<file path="config.mk">
export PLATFORM = sky130hd
export DESIGN_NAME = alu_issue_ctrl
export DESIGN_NICKNAME = d
export VERILOG_FILES = /design/src/rtl/alu_issue_ctrl.sv
export SDC_FILE = /design/constraint.sdc
export NUM_CORES = 1
export LEC_CHECK = 0
export CAP_MARGIN = 15
export CORE_AREA = 4 4 177 179
export CTS_CLUSTER_DIAMETER = 80
export DETAILED_ROUTE_END_ITERATION = 7
export DIE_AREA = 0 0 181 183
export PLACE_DENSITY_LB_ADDON = 0.05
export SYNTH_ARGS = -nofsm -noshare
export SYNTH_HDL_FRONTEND = slang
export SYNTH_SLANG_ARGS = --single-unit
</file>
<file path="constraint.sdc">
create_clock -name clk -period 5.6 [get_ports clk]
set_input_delay 1.12 -clock clk [delete_from_list [all_inputs] [get_ports clk]]
set_output_delay 1.12 -clock clk [all_outputs]
set_load 0.03 [all_outputs]
</file>
<file path="src/rtl/alu_issue_ctrl.sv">
// alu_issue_ctrl: command-side sequencer for a single combinational ALU.
//   Accepts ADD/SUB/AND/OR/SLL/SRL commands over a valid/ready channel and drives
//   the ALU through one or more passes. Double-width ADD/SUB/AND/OR use a LO pass,
//   a HI pass and, for ADD/SUB, an optional carry/borrow FIX pass. The result and
//   Z/N/C/O flags are returned over a valid/ready response channel.
// Ports:
//   clk, rst_n              clock, synchronous active-low reset
//   cmd_valid/ready         command handshake; cmd_op, cmd_wide, cmd_a, cmd_b payload
//   alu_a, alu_b, alu_ctrl  drive to the ALU (combinational from state)
//   alu_result, alu_z/n/c/o ALU result and flags (SUB C = 1 means no borrow)
//   rsp_valid/ready         response handshake; rsp_result, rsp_z/n/c/o payload
// Optional (macro ALU_ISSUE_STICKY_OVF_EN):
//   sticky_clr, sticky_ovf  sticky overflow flag, set on a response with rsp_o=1
module alu_issue_ctrl #(
  parameter int unsigned WIDTH = 32
) (
  input  logic               clk,
  input  logic               rst_n,
  input  logic               cmd_valid,
  output logic               cmd_ready,
  input  logic [2:0]         cmd_op,
  input  logic               cmd_wide,
  input  logic [2*WIDTH-1:0] cmd_a,
  input  logic [2*WIDTH-1:0] cmd_b,
  output logic [WIDTH-1:0]   alu_a,
  output logic [WIDTH-1:0]   alu_b,
  output logic [2:0]         alu_ctrl,
  input  logic [WIDTH-1:0]   alu_result,
  input  logic               alu_z,
  input  logic               alu_n,
  input  logic               alu_c,
  input  logic               alu_o,
  output logic               rsp_valid,
  input  logic               rsp_ready,
  output logic [2*WIDTH-1:0] rsp_result,
  output logic               rsp_z,
  output logic               rsp_n,
  output logic               rsp_c,
  output logic               rsp_o
`ifdef ALU_ISSUE_STICKY_OVF_EN
  ,
  input  logic               sticky_clr,
  output logic               sticky_ovf
`endif
);

  localparam logic [2:0] OP_ADD = 3'b000;
  localparam logic [2:0] OP_SUB = 3'b001;

  typedef enum logic [2:0] {IDLE, LO, HI, FIX, RSP} state_t;

  state_t             r_state;
  logic [2:0]         r_op;
  logic               r_wide;
  logic [2*WIDTH-1:0] r_a;
  logic [2*WIDTH-1:0] r_b;
  logic [WIDTH-1:0]   r_lo;
  logic [WIDTH-1:0]   r_hi;
  logic               r_c_lo;
  logic               r_c_hi;
  logic               r_rsp_valid;
  logic [2*WIDTH-1:0] r_rsp_result;
  logic               r_rsp_z, r_rsp_n, r_rsp_c, r_rsp_o;

  logic               w_fix_needed;
  logic               w_wide_c;
  logic [2*WIDTH-1:0] w_wide_res;
  logic [3:0]         w_wide_flags;

  // Flags of a completed double-width operation, evaluated on the full 2*WIDTH value.
  function automatic logic [3:0] wide_flags(input logic [2:0] op,
                                            input logic [2*WIDTH-1:0] a,
                                            input logic [2*WIDTH-1:0] b,
                                            input logic [2*WIDTH-1:0] r,
                                            input logic c);
    logic z, n, c_o, o;
    z   = (r == '0);
    n   = r[2*WIDTH-1];
    c_o = 1'b0;
    o   = 1'b0;
    case (op)
      OP_ADD: begin
        c_o = c;
        o   = ~(a[2*WIDTH-1] ^ b[2*WIDTH-1]) & (r[2*WIDTH-1] ^ a[2*WIDTH-1]);
      end
      OP_SUB: begin
        c_o = c;
        o   = (a[2*WIDTH-1] ^ b[2*WIDTH-1]) & (r[2*WIDTH-1] ^ a[2*WIDTH-1]);
      end
      default: ;
    endcase
    return {z, n, c_o, o};
  endfunction

  always_comb begin
    alu_a    = '0;
    alu_b    = '0;
    alu_ctrl = 3'b000;
    case (r_state)
      LO: begin
        alu_a    = r_a[WIDTH-1:0];
        alu_b    = r_b[WIDTH-1:0];
        alu_ctrl = r_op;
      end
      HI: begin
        alu_a    = r_a[2*WIDTH-1:WIDTH];
        alu_b    = r_b[2*WIDTH-1:WIDTH];
        alu_ctrl = r_op;
      end
      FIX: begin
        alu_a    = r_hi;
        alu_b    = WIDTH'(1);
        alu_ctrl = r_op;
      end
      default: ;
    endcase
  end

  // The final high half arrives from the ALU in either HI (no fix) or FIX, so the
  // wide response is formed combinationally from the current pass and registered on
  // the transition into RSP. Without a FIX pass c_fix defaults make C equal c_hi.
  always_comb begin
    w_fix_needed = ((r_op == OP_ADD) & r_c_lo) | ((r_op == OP_SUB) & ~r_c_lo);
    w_wide_res   = {alu_result, r_lo};
    w_wide_c     = alu_c;
    if (r_state == FIX)
      w_wide_c = (r_op == OP_ADD) ? (r_c_hi | alu_c) : (r_c_hi & alu_c);
    w_wide_flags = wide_flags(r_op, r_a, r_b, w_wide_res, w_wide_c);
  end

  always_ff @(posedge clk) begin
    if (!rst_n) begin
      r_state      <= IDLE;
      r_op         <= '0;
      r_wide       <= 1'b0;
      r_a          <= '0;
      r_b          <= '0;
      r_lo         <= '0;
      r_hi         <= '0;
      r_c_lo       <= 1'b0;
      r_c_hi       <= 1'b0;
      r_rsp_valid  <= 1'b0;
      r_rsp_result <= '0;
      {r_rsp_z, r_rsp_n, r_rsp_c, r_rsp_o} <= '0;
    end else begin
      case (r_state)
        IDLE: begin
          if (cmd_valid) begin
            r_op    <= cmd_op;
            r_wide  <= cmd_wide & ~cmd_op[2];
            r_a     <= cmd_a;
            r_b     <= cmd_b;
            r_state <= LO;
          end
        end
        LO: begin
          r_lo   <= alu_result;
          r_c_lo <= alu_c;
          if (r_wide) begin
            r_state <= HI;
          end else begin
            r_rsp_result <= {{WIDTH{1'b0}}, alu_result};
            {r_rsp_z, r_rsp_n, r_rsp_c, r_rsp_o} <= {alu_z, alu_n, alu_c, alu_o};
            r_rsp_valid  <= 1'b1;
            r_state      <= RSP;
          end
        end
        HI: begin
          r_hi   <= alu_result;
          r_c_hi <= alu_c;
          if (w_fix_needed) begin
            r_state <= FIX;
          end else begin
            r_rsp_result <= w_wide_res;
            {r_rsp_z, r_rsp_n, r_rsp_c, r_rsp_o} <= w_wide_flags;
            r_rsp_valid  <= 1'b1;
            r_state      <= RSP;
          end
        end
        FIX: begin
          r_hi         <= alu_result;
          r_rsp_result <= w_wide_res;
          {r_rsp_z, r_rsp_n, r_rsp_c, r_rsp_o} <= w_wide_flags;
          r_rsp_valid  <= 1'b1;
          r_state      <= RSP;
        end
        RSP: begin
          if (rsp_ready) begin
            r_rsp_valid <= 1'b0;
            r_state     <= IDLE;
          end
        end
        default: r_state <= IDLE;
      endcase
    end
  end

  assign cmd_ready  = (r_state == IDLE);
  assign rsp_valid  = r_rsp_valid;
  assign rsp_result = r_rsp_result;
  assign rsp_z      = r_rsp_z;
  assign rsp_n      = r_rsp_n;
  assign rsp_c      = r_rsp_c;
  assign rsp_o      = r_rsp_o;

`ifdef ALU_ISSUE_STICKY_OVF_EN
  logic r_sticky_ovf;

  // Set has priority over clear when both happen at the same edge.
  always_ff @(posedge clk) begin
    if (!rst_n)
      r_sticky_ovf <= 1'b0;
    else if ((r_state == RSP) && rsp_ready && r_rsp_o)
      r_sticky_ovf <= 1'b1;
    else if (sticky_clr)
      r_sticky_ovf <= 1'b0;
  end

  assign sticky_ovf = r_sticky_ovf;
`endif

endmodule

</file>
==> flow_summary.html, run 1 <==
<table>
<tr><th>Metric</th><th>Value</th></tr>
<tr><th colspan="2">Setup path</th></tr>
<tr><td>Critical Path End Type</td><td>primary output</td></tr>
<tr><td>Data required time of the worst path</td><td>4480 ps</td></tr>
<tr><td>Startpoint kind of the worst setup timing path</td><td>register</td></tr>
<tr><td>Crit Path Category</td><td>register to primary output</td></tr>
<tr><td>Critical-path maximum fanout</td><td>between 60 and 70</td></tr>
<tr><td>Signal arrival time at the worst endpoint</td><td>~3400 ps</td></tr>
<tr><th colspan="2">STA</th></tr>
<tr><td>Final critical path time including I/O delays and setup</td><td>about 4500 ps</td></tr>
<tr><td>Setup Skew</td><td>about 17 ps</td></tr>
<tr><td>Achievable clock frequency</td><td>between 200 and 250 MHz</td></tr>
<tr><td>Number of failing hold endpoints at the final stage</td><td>0</td></tr>
<tr><td>Part of the cycle the worst path needs</td><td>between 70% and 80%</td></tr>
<tr><td>Smallest hold slack</td><td>between 400 and 500 ps</td></tr>
<tr><td>Final setup violation count</td><td>0</td></tr>
<tr><td>Transition time at the pin with the least slew margin</td><td>around 1100 ps</td></tr>
<tr><td>Accumulated negative setup slack</td><td>0 ps</td></tr>
<tr><td>Max-slew violation count</td><td>0</td></tr>
<tr><td>RSZ-0062 raised after global routing</td><td>no</td></tr>
<tr><td>Relative slew slack</td><td>27.74%</td></tr>
<tr><th colspan="2">CTS</th></tr>
<tr><td>Later-pin clock latency in the skew report</td><td>500 ps</td></tr>
<tr><td>Max Buffers Root-to-Sink</td><td>3</td></tr>
<tr><td>TritonCTS clock tree</td><td>done</td></tr>
<tr><td>Cts bufs inserted</td><td>34</td></tr>
<tr><td>H-tree lvl count</td><td>2</td></tr>
<tr><td>Sinks on Clock Net</td><td>270</td></tr>
<tr><td>Setup fix buffers added after clock tree synthesis</td><td>0</td></tr>
<tr><td>Count of instances resized after the clock tree is built</td><td>0</td></tr>
<tr><td>Library cell used as clock root buffer</td><td>sky130_fd_sc_hd__clkbuf_16</td></tr>
<tr><td>Clock-pin slew reported for the worst setup and hold paths after clock tree synthesis</td><td>approximately 60 ps</td></tr>
<tr><td>Number of hold buffers added after CTS</td><td>0</td></tr>
<tr><th colspan="2">Yosys</th></tr>
<tr><td>Flop and latch count out of synthesis</td><td>between 200 and 300</td></tr>
<tr><td>Summed instance area of the synthesized netlist</td><td>11720 µm²</td></tr>
<tr><td>Share of Yosys cell area claimed by the top area cell type</td><td>46.10%</td></tr>
<tr><td>Mean cell area of the mapped netlist</td><td>between 8 and 9 µm²</td></tr>
<tr><td>Cell variety after synth</td><td>39</td></tr>
<tr><td>Post-Syn Nets</td><td>around 1600</td></tr>
<tr><td>Area contributors post-synth</td><td>sky130_fd_sc_hd__dfxtp_1 (46%), sky130_fd_sc_hd__nand2_1 (16%), sky130_fd_sc_hd__a21boi_0 (7.7%)</td></tr>
<tr><td>Portion of the post-synthesis area used by sequential elements</td><td>between 40% and 50%</td></tr>
<tr><td>Post-synthesis async set-or-reset flop share</td><td>0%</td></tr>
<tr><td>Most instantiated flip-flop cell in the synthesis netlist</td><td>sky130_fd_sc_hd__dfxtp_1</td></tr>
<tr><td>Synth area leader</td><td>sky130_fd_sc_hd__dfxtp_1</td></tr>
<tr><td>Count of synthesis-stage warnings from yosys</td><td>0</td></tr>
<tr><td>Post-synth EDFFs</td><td>0</td></tr>
<tr><td>Post-Syn Instances</td><td>~1500</td></tr>
<tr><th colspan="2">Routing</th></tr>
<tr><td>Initial drt markers</td><td>between 700 and 800</td></tr>
<tr><td>Detailed-route wire length per cell</td><td>around 18 µm</td></tr>
<tr><td>Drt pass-1 iters</td><td>4</td></tr>
<tr><td>Via density</td><td>between 5 and 6</td></tr>
<tr><td>Drt drc</td><td>0</td></tr>
<tr><td>Wire length after detailed routing</td><td>approximately 38000 µm</td></tr>
<tr><td>Vias after detailed routing</td><td>roughly 11000</td></tr>
<tr><td>Number of nets with antenna violations after detailed routing</td><td>0</td></tr>
<tr><th colspan="2">Place</th></tr>
<tr><td>Global placer's final weighted congestion</td><td>roughly 0.84</td></tr>
<tr><td>IO Port Bufs</td><td>about 310</td></tr>
<tr><td>Final HPWL DP</td><td>around 26000 µm</td></tr>
<tr><th colspan="2">Min path</th></tr>
<tr><td>Min-delay worst type</td><td>register to register</td></tr>
<tr><th colspan="2">Floorplan</th></tr>
<tr><td>Initial core utilization</td><td>between 30% and 40%</td></tr>
<tr><td>Area of the die</td><td>~33000 µm²</td></tr>
<tr><td>Number of top-level pins</td><td>roughly 310</td></tr>
<tr><td>Number of placement rows</td><td>63</td></tr>
<tr><td>Area of the core</td><td>between 20000 and 30000 µm²</td></tr>
<tr><td>Horizontal die dimension</td><td>181 µm</td></tr>
<tr><td>Die Span Y</td><td>around 180 µm</td></tr>
<tr><th colspan="2">Flow run</th></tr>
<tr><td>Max Cap Viol</td><td>0</td></tr>
<tr><th colspan="2">Global route</th></tr>
<tr><td>Met3 track utilization from global routing</td><td>just under 6%</td></tr>
<tr><td>Aggregate global routing overflow</td><td>0</td></tr>
<tr><td>Global routing usage on met1</td><td>about 28%</td></tr>
<tr><td>First-pass GRT wire length</td><td>about 60000 µm</td></tr>
<tr><td>Pin count of the biggest net entering global routing</td><td>about 120</td></tr>
<tr><td>Initial antenna violation count</td><td>3</td></tr>
<tr><td>Vias in the first global route</td><td>around 11000</td></tr>
<tr><td>Global router's overall resource usage</td><td>22.13%</td></tr>
<tr><td>Global-route track usage on met2</td><td>38.07%</td></tr>
<tr><td>Highest-utilization routing layer at the global route stage</td><td>met2</td></tr>
<tr><th colspan="2">Final layout</th></tr>
<tr><td>Fill count</td><td>2865</td></tr>
<tr><td>Multi-input logic area</td><td>between 5000 and 6000 µm²</td></tr>
<tr><td>Commonest non-fill, non-tap cell in the layout</td><td>sky130_fd_sc_hd__nand2_1</td></tr>
<tr><td>Seq. cell area</td><td>roughly 5400 µm²</td></tr>
<tr><td># nets final</td><td>roughly 1900</td></tr>
<tr><td>Layout cells sized above 1</td><td>4.756%</td></tr>
<tr><td>Signed area change from the synthesized netlist to the final layout</td><td>36.66%</td></tr>
<tr><td>Most frequent cells in the layout</td><td>sky130_fd_sc_hd__nand2_1 (496), sky130_fd_sc_hd__clkdlybuf4s50_1 (307), sky130_fd_sc_hd__dfxtp_1 (268)</td></tr>
<tr><th colspan="2">Power</th></tr>
<tr><td>Static leakage</td><td>approximately 6.0 nW</td></tr>
<tr><td>Pwr/cell area</td><td>306.4 nW/µm²</td></tr>
<tr><td>VDD IR max</td><td>~310 µV</td></tr>
<tr><th colspan="2">Outcome</th></tr>
<tr><td>Outcome</td><td>finished, final reports clean</td></tr>
</table>
## worst paths after layout
| check | startpoint | end | slack, ps | depth (start not counted) |
|---|---|---|---|---|
| hold reg to reg | r_b[0] | r_b[0] | 450 | 2 |
| setup reg to reg | r_state[2] | r_b[56] | 2600 | 5 |
| hold / removal | r_b[0] | r_b[0] | 450 | 2 |
| setup / recovery | r_state[0] | alu_b[18] | 1130 | 5 |
## sequential cells by signal (all words and copies together), names as in the netlist, 3 cells and up
name and cells:
r_op 3, r_state 3, rsp_result 64, r_b 64
r_a 64, r_lo 32, r_hi 32
## critical path: stages, from the launching register on
cell and delay [ps]:
sky130_fd_sc_hd__dfxtp_1 590, sky130_fd_sc_hd__inv_2 370, sky130_fd_sc_hd__nor3_4 240, sky130_fd_sc_hd__buf_4 630
sky130_fd_sc_hd__a22o_1 270, sky130_fd_sc_hd__clkdlybuf4s50_1 670
## power breakdown
part | switching (W) | internal, W
Clock | 0.000817 | 0.00137
Sequential | 0.0000683 | 0.00202
Combinational | 0.000344 | 0.000283
## routing by layer
layer,up-vias,part of all wire [%]
li1,5331,-
met1,5066,43
met2,278,48
met3,49,6.9
met4,2,2.1
met5,-,0.034
## layout make-up
cell class | count | area share (%)
multi-input combinational | 1055 | 35.96
sequential | 270 | 33.75
clock buffer | 45 | 6.200
timing repair buffer | 323 | 20.20
clock inverter | 9 | 0.7887
tap | 390 | 3.045
antenna | 2 | 0.03124
inverter | 1 | 0.02343
## kinds of logic after synthesis
family,synth area share (%)
XOR/XNOR,0.1494
multiplexers,2.999
AND/OR/NAND/NOR,23.52
AO/OA/AOI/OAI,22.17
buffers and inverters,5.058
flip-flops,46.10
## synthesized netlist by cell type, drive strengths merged (2+ instances only)
cell type / instances
mux2i: 34
nand3b: 2
nor2b: 7
nand2: 497
o211a: 33
dfxtp: 270
clkbuf: 72
and2: 5
a22o: 31
nor4b: 2
nor2: 66
nand4: 4
nand3: 68
o21ai: 4
nor4: 16
buf: 52
a21oi: 40
nor3: 4
a21boi: 229
## through the flow
stage	setup WS [ps]	area, µm²	cells	total power (W)	utilization [%]
floorplan	2786	11730	1450	0.002468	-
global placement	1748	14860	2037	0.002756	50.26
detailed placement	1629	14870	2038	0.002761	50.31
CTS	1084	15990	2092	0.004966	54.10
global route	893.2	16020	2095	0.005111	54.21
finish	1125	16020	2095	0.004909	54.21
Note: power is estimated with default switching activity, not from simulation.
==> inputs of run 2 (changes only) <==
- clock period: 5.6 -> 3.88 ns (I/O delays scaled with it)
==> run 2 against run 1 <==
  * Die area is the same
  * Setup slack lost 750 ps
  * Critical path type unchanged
  * Largest power group is now sequential cells
  * Highest routed layer unchanged
  * Hold slack gained 0.86 ps
  * Flip-flop and latch count is the same
==> flow_summary.html, run 2 (synthesis gave the netlist of run 1 again) <==
<table>
<tr><th>Metric</th><th>Value</th></tr>
<tr><th colspan="2">Final layout</th></tr>
<tr><td>Final core utilization</td><td>a little over half</td></tr>
<tr><td>Layout cells sized above 1</td><td>under 10%</td></tr>
<tr><td>Number of standard cells in the layout, taps in and fillers out</td><td>2094</td></tr>
<tr><td>Signed area change from the synthesized netlist to the final layout</td><td>35.61%</td></tr>
<tr><td>Commonest non-fill, non-tap cell in the layout</td><td>sky130_fd_sc_hd__nand2_1</td></tr>
<tr><td>Most frequent cells in the layout</td><td>sky130_fd_sc_hd__nand2_1 (496), sky130_fd_sc_hd__clkdlybuf4s50_1 (284), sky130_fd_sc_hd__dfxtp_1 (268)</td></tr>
<tr><td>Post-layout instance area</td><td>around 16000 µm²</td></tr>
<tr><td>Fill count</td><td>approximately 2900</td></tr>
<tr><td># nets final</td><td>about 1900</td></tr>
<tr><th colspan="2">CTS</th></tr>
<tr><td>Library cell used as clock root buffer</td><td>sky130_fd_sc_hd__clkbuf_16</td></tr>
<tr><td>Count of instances resized after the clock tree is built</td><td>0</td></tr>
<tr><td>Cts bufs inserted</td><td>30</td></tr>
<tr><td>Clock-pin slew reported for the worst setup and hold paths after clock tree synthesis</td><td>60 ps</td></tr>
<tr><td>TritonCTS clock tree</td><td>done</td></tr>
<tr><td>Max Buffers Root-to-Sink</td><td>3</td></tr>
<tr><td>Sinks on Clock Net</td><td>between 200 and 300</td></tr>
<tr><td>H-tree lvl count</td><td>1</td></tr>
<tr><td>Number of hold buffers added after CTS</td><td>0</td></tr>
<tr><td>Later-pin clock latency in the skew report</td><td>between 500 and 600 ps</td></tr>
<tr><td>Setup fix buffers added after clock tree synthesis</td><td>0</td></tr>
<tr><th colspan="2">Routing</th></tr>
<tr><td>Drt drc</td><td>0</td></tr>
<tr><td>Vias after detailed routing</td><td>around 11000</td></tr>
<tr><td>Initial drt markers</td><td>674</td></tr>
<tr><td>Via density</td><td>around 5</td></tr>
<tr><td>Drt pass-1 iters</td><td>7</td></tr>
<tr><td>Wire length after detailed routing</td><td>just under 40000 µm</td></tr>
<tr><td>Detailed-route wire length per cell</td><td>roughly 19 µm</td></tr>
<tr><td>Number of nets with antenna violations after detailed routing</td><td>0</td></tr>
<tr><th colspan="2">Place</th></tr>
<tr><td>IO Port Bufs</td><td>approximately 310</td></tr>
<tr><td>Global placer's final weighted congestion</td><td>roughly 0.83</td></tr>
<tr><td>Placed standard-cell area</td><td>14920 µm²</td></tr>
<tr><td>Final HPWL DP</td><td>25670 µm</td></tr>
<tr><td>Post-placement cell count</td><td>between 2000 and 2500</td></tr>
<tr><th colspan="2">Floorplan</th></tr>
<tr><td>Area of the core</td><td>a little under 30000 µm²</td></tr>
<tr><td>Number of placement rows</td><td>between 60 and 70</td></tr>
<tr><td>Number of top-level pins</td><td>between 300 and 400</td></tr>
<tr><td>Area of the die</td><td>around 33000 µm²</td></tr>
<tr><td>Horizontal die dimension</td><td>around 180 µm</td></tr>
<tr><td>Die Span Y</td><td>approximately 180 µm</td></tr>
<tr><td>Initial core utilization</td><td>between 30% and 40%</td></tr>
<tr><th colspan="2">Global route</th></tr>
<tr><td>Pin count of the biggest net entering global routing</td><td>200</td></tr>
<tr><td>Initial antenna violation count</td><td>3</td></tr>
<tr><td>Global-route track usage on met2</td><td>a little under two fifths</td></tr>
<tr><td>Global routing usage on met1</td><td>28.34%</td></tr>
<tr><td>Met3 track utilization from global routing</td><td>5.534%</td></tr>
<tr><td>Aggregate global routing overflow</td><td>0</td></tr>
<tr><td>Highest-utilization routing layer at the global route stage</td><td>met2</td></tr>
<tr><td>Global router's overall resource usage</td><td>between 20% and 30%</td></tr>
<tr><td>Vias in the first global route</td><td>between 10000 and 15000</td></tr>
<tr><td>First-pass GRT wire length</td><td>59800 µm</td></tr>
<tr><th colspan="2">Setup path</th></tr>
<tr><td>Crit Path Category</td><td>register to primary output</td></tr>
<tr><td>Worst reg2reg setup slack</td><td>between 900 and 1000 ps</td></tr>
<tr><td>Data required time of the worst path</td><td>approximately 3100 ps</td></tr>
<tr><td>Cells on worst reg2reg path</td><td>6</td></tr>
<tr><td>Startpoint of the lowest-slack register-to-register path</td><td>r_state[2]</td></tr>
<tr><td>Reg-to-reg endpoint</td><td>rsp_result[12]</td></tr>
<tr><td>Critical-path maximum fanout</td><td>44</td></tr>
<tr><td>Critical Path End Type</td><td>primary output</td></tr>
<tr><td>Signal arrival time at the worst endpoint</td><td>roughly 2700 ps</td></tr>
<tr><td>Startpoint kind of the worst setup timing path</td><td>register</td></tr>
<tr><th colspan="2">STA</th></tr>
<tr><td>RSZ-0062 raised after global routing</td><td>no</td></tr>
<tr><td>Achievable clock frequency</td><td>around 290 MHz</td></tr>
<tr><td>Part of the cycle the worst path needs</td><td>90.36%</td></tr>
<tr><td>Setup Skew</td><td>~12 ps</td></tr>
<tr><td>Final critical path time including I/O delays and setup</td><td>3506 ps</td></tr>
<tr><td>Accumulated negative setup slack</td><td>0 ps</td></tr>
<tr><td>Final setup violation count</td><td>0</td></tr>
<tr><td>Number of failing hold endpoints at the final stage</td><td>0</td></tr>
<tr><td>Max-slew violation count</td><td>0</td></tr>
<tr><td>Relative slew slack</td><td>between 20% and 30%</td></tr>
<tr><td>Transition time at the pin with the least slew margin</td><td>about 1100 ps</td></tr>
<tr><th colspan="2">Power</th></tr>
<tr><td>VDD IR max</td><td>~350 µV</td></tr>
<tr><td>Static leakage</td><td>about 6 nW</td></tr>
<tr><td>Pwr/cell area</td><td>approximately 430 nW/µm²</td></tr>
<tr><th colspan="2">Min path</th></tr>
<tr><td>Number of instances on the worst hold path</td><td>2</td></tr>
<tr><td>Hold_sp</td><td>r_b[0]</td></tr>
<tr><td>Min-delay worst type</td><td>register to register</td></tr>
<tr><td>Hold endpoint</td><td>r_b[0]</td></tr>
<tr><th colspan="2">Outcome</th></tr>
<tr><td>Outcome</td><td>finished, final reports clean</td></tr>
<tr><th colspan="2">Flow run</th></tr>
<tr><td>Max Cap Viol</td><td>0</td></tr>
</table>
==> run 2: cell types whose count changed in the layout (fill, tap and decap cells not counted), sizes merged <==
| cell | delta |
|---|---|
| buf | +25 |
| clkdlybuf4s50 | -23 |
| bufinv | -1 |
| clkbuf | +1 |
| inv | -1 |
| clkinv | -2 |
==> run 2: worst max-delay path by stage <==
stage | start | end | slack, ps | cells after the start
floorplan | r_state[1] | alu_a[0] | 1410 | 6
global placement | r_state[0] | alu_b[24] | 980 | 5
detailed placement | r_state[0] | alu_b[24] | 910 | 5
CTS | r_state[0] | alu_b[24] | 300 | 5
global route | r_state[0] | alu_b[24] | 140 | 5
finish | r_state[0] | alu_b[24] | 370 | 5
==> run 2: routing by layer <==
metal | share of wire, % | up-vias
met1 | 43 | 5055
met4 | 2.5 | 2
met5 | 0.034 | -
met3 | 6.9 | 59
li1 | - | 5314
met2 | 47 | 290
==> run 2: critical path, stage by stage (launching register included) <==
cell,delay (ps)
sky130_fd_sc_hd__dfxtp_1,600
sky130_fd_sc_hd__inv_2,110
sky130_fd_sc_hd__nor3_4,490
sky130_fd_sc_hd__buf_4,550
sky130_fd_sc_hd__a22o_1,280
sky130_fd_sc_hd__buf_12,130
==> run 2: metrics by stage <==
stage	setup WS [ps]	hold WS, ps	total power [W]
2_1_floorplan	1410	431.5	0.003562
3_3_place_gp	981.3	439.7	0.003987
3_5_place_dp	907.6	444.6	0.003995
4_1_cts	298.2	452.8	0.006845
5_1_grt	141.3	464.7	0.007055
6_report	374.1	449.9	0.006761
==> run 2: where the power goes <==
group / internal (W) / switching, W / total, W
clock: 0.00171 / 0.00112 / 0.00283
combinational: 0.000411 / 0.000507 / 0.000918
sequential: 0.00292 / 0.0000920 / 0.00301
total: 0.00504 / 0.00172 / 0.00676
==> run 2: final cells by class <==
cell class,instances,area (µm²),share of cell area [%]
Inverter,1,3.754,0.02361
Multi-Input combinational cell,1055,5762,36.24
Clock inverter,5,77.57,0.4879
Timing Repair Buffer,325,3254,20.47
Clock buffer,46,902.1,5.674
Antenna cell,2,5.005,0.03148
Tap cell,390,488.0,3.069
Sequential cell,270,5408,34.01
==> inputs of run 3 (changes only) <==
- ABC_CLOCK_PERIOD_IN_PS: not set -> 3880
==> results of run 3 <==
The final DEF is identical to that of run 2; final timing and power are the same.
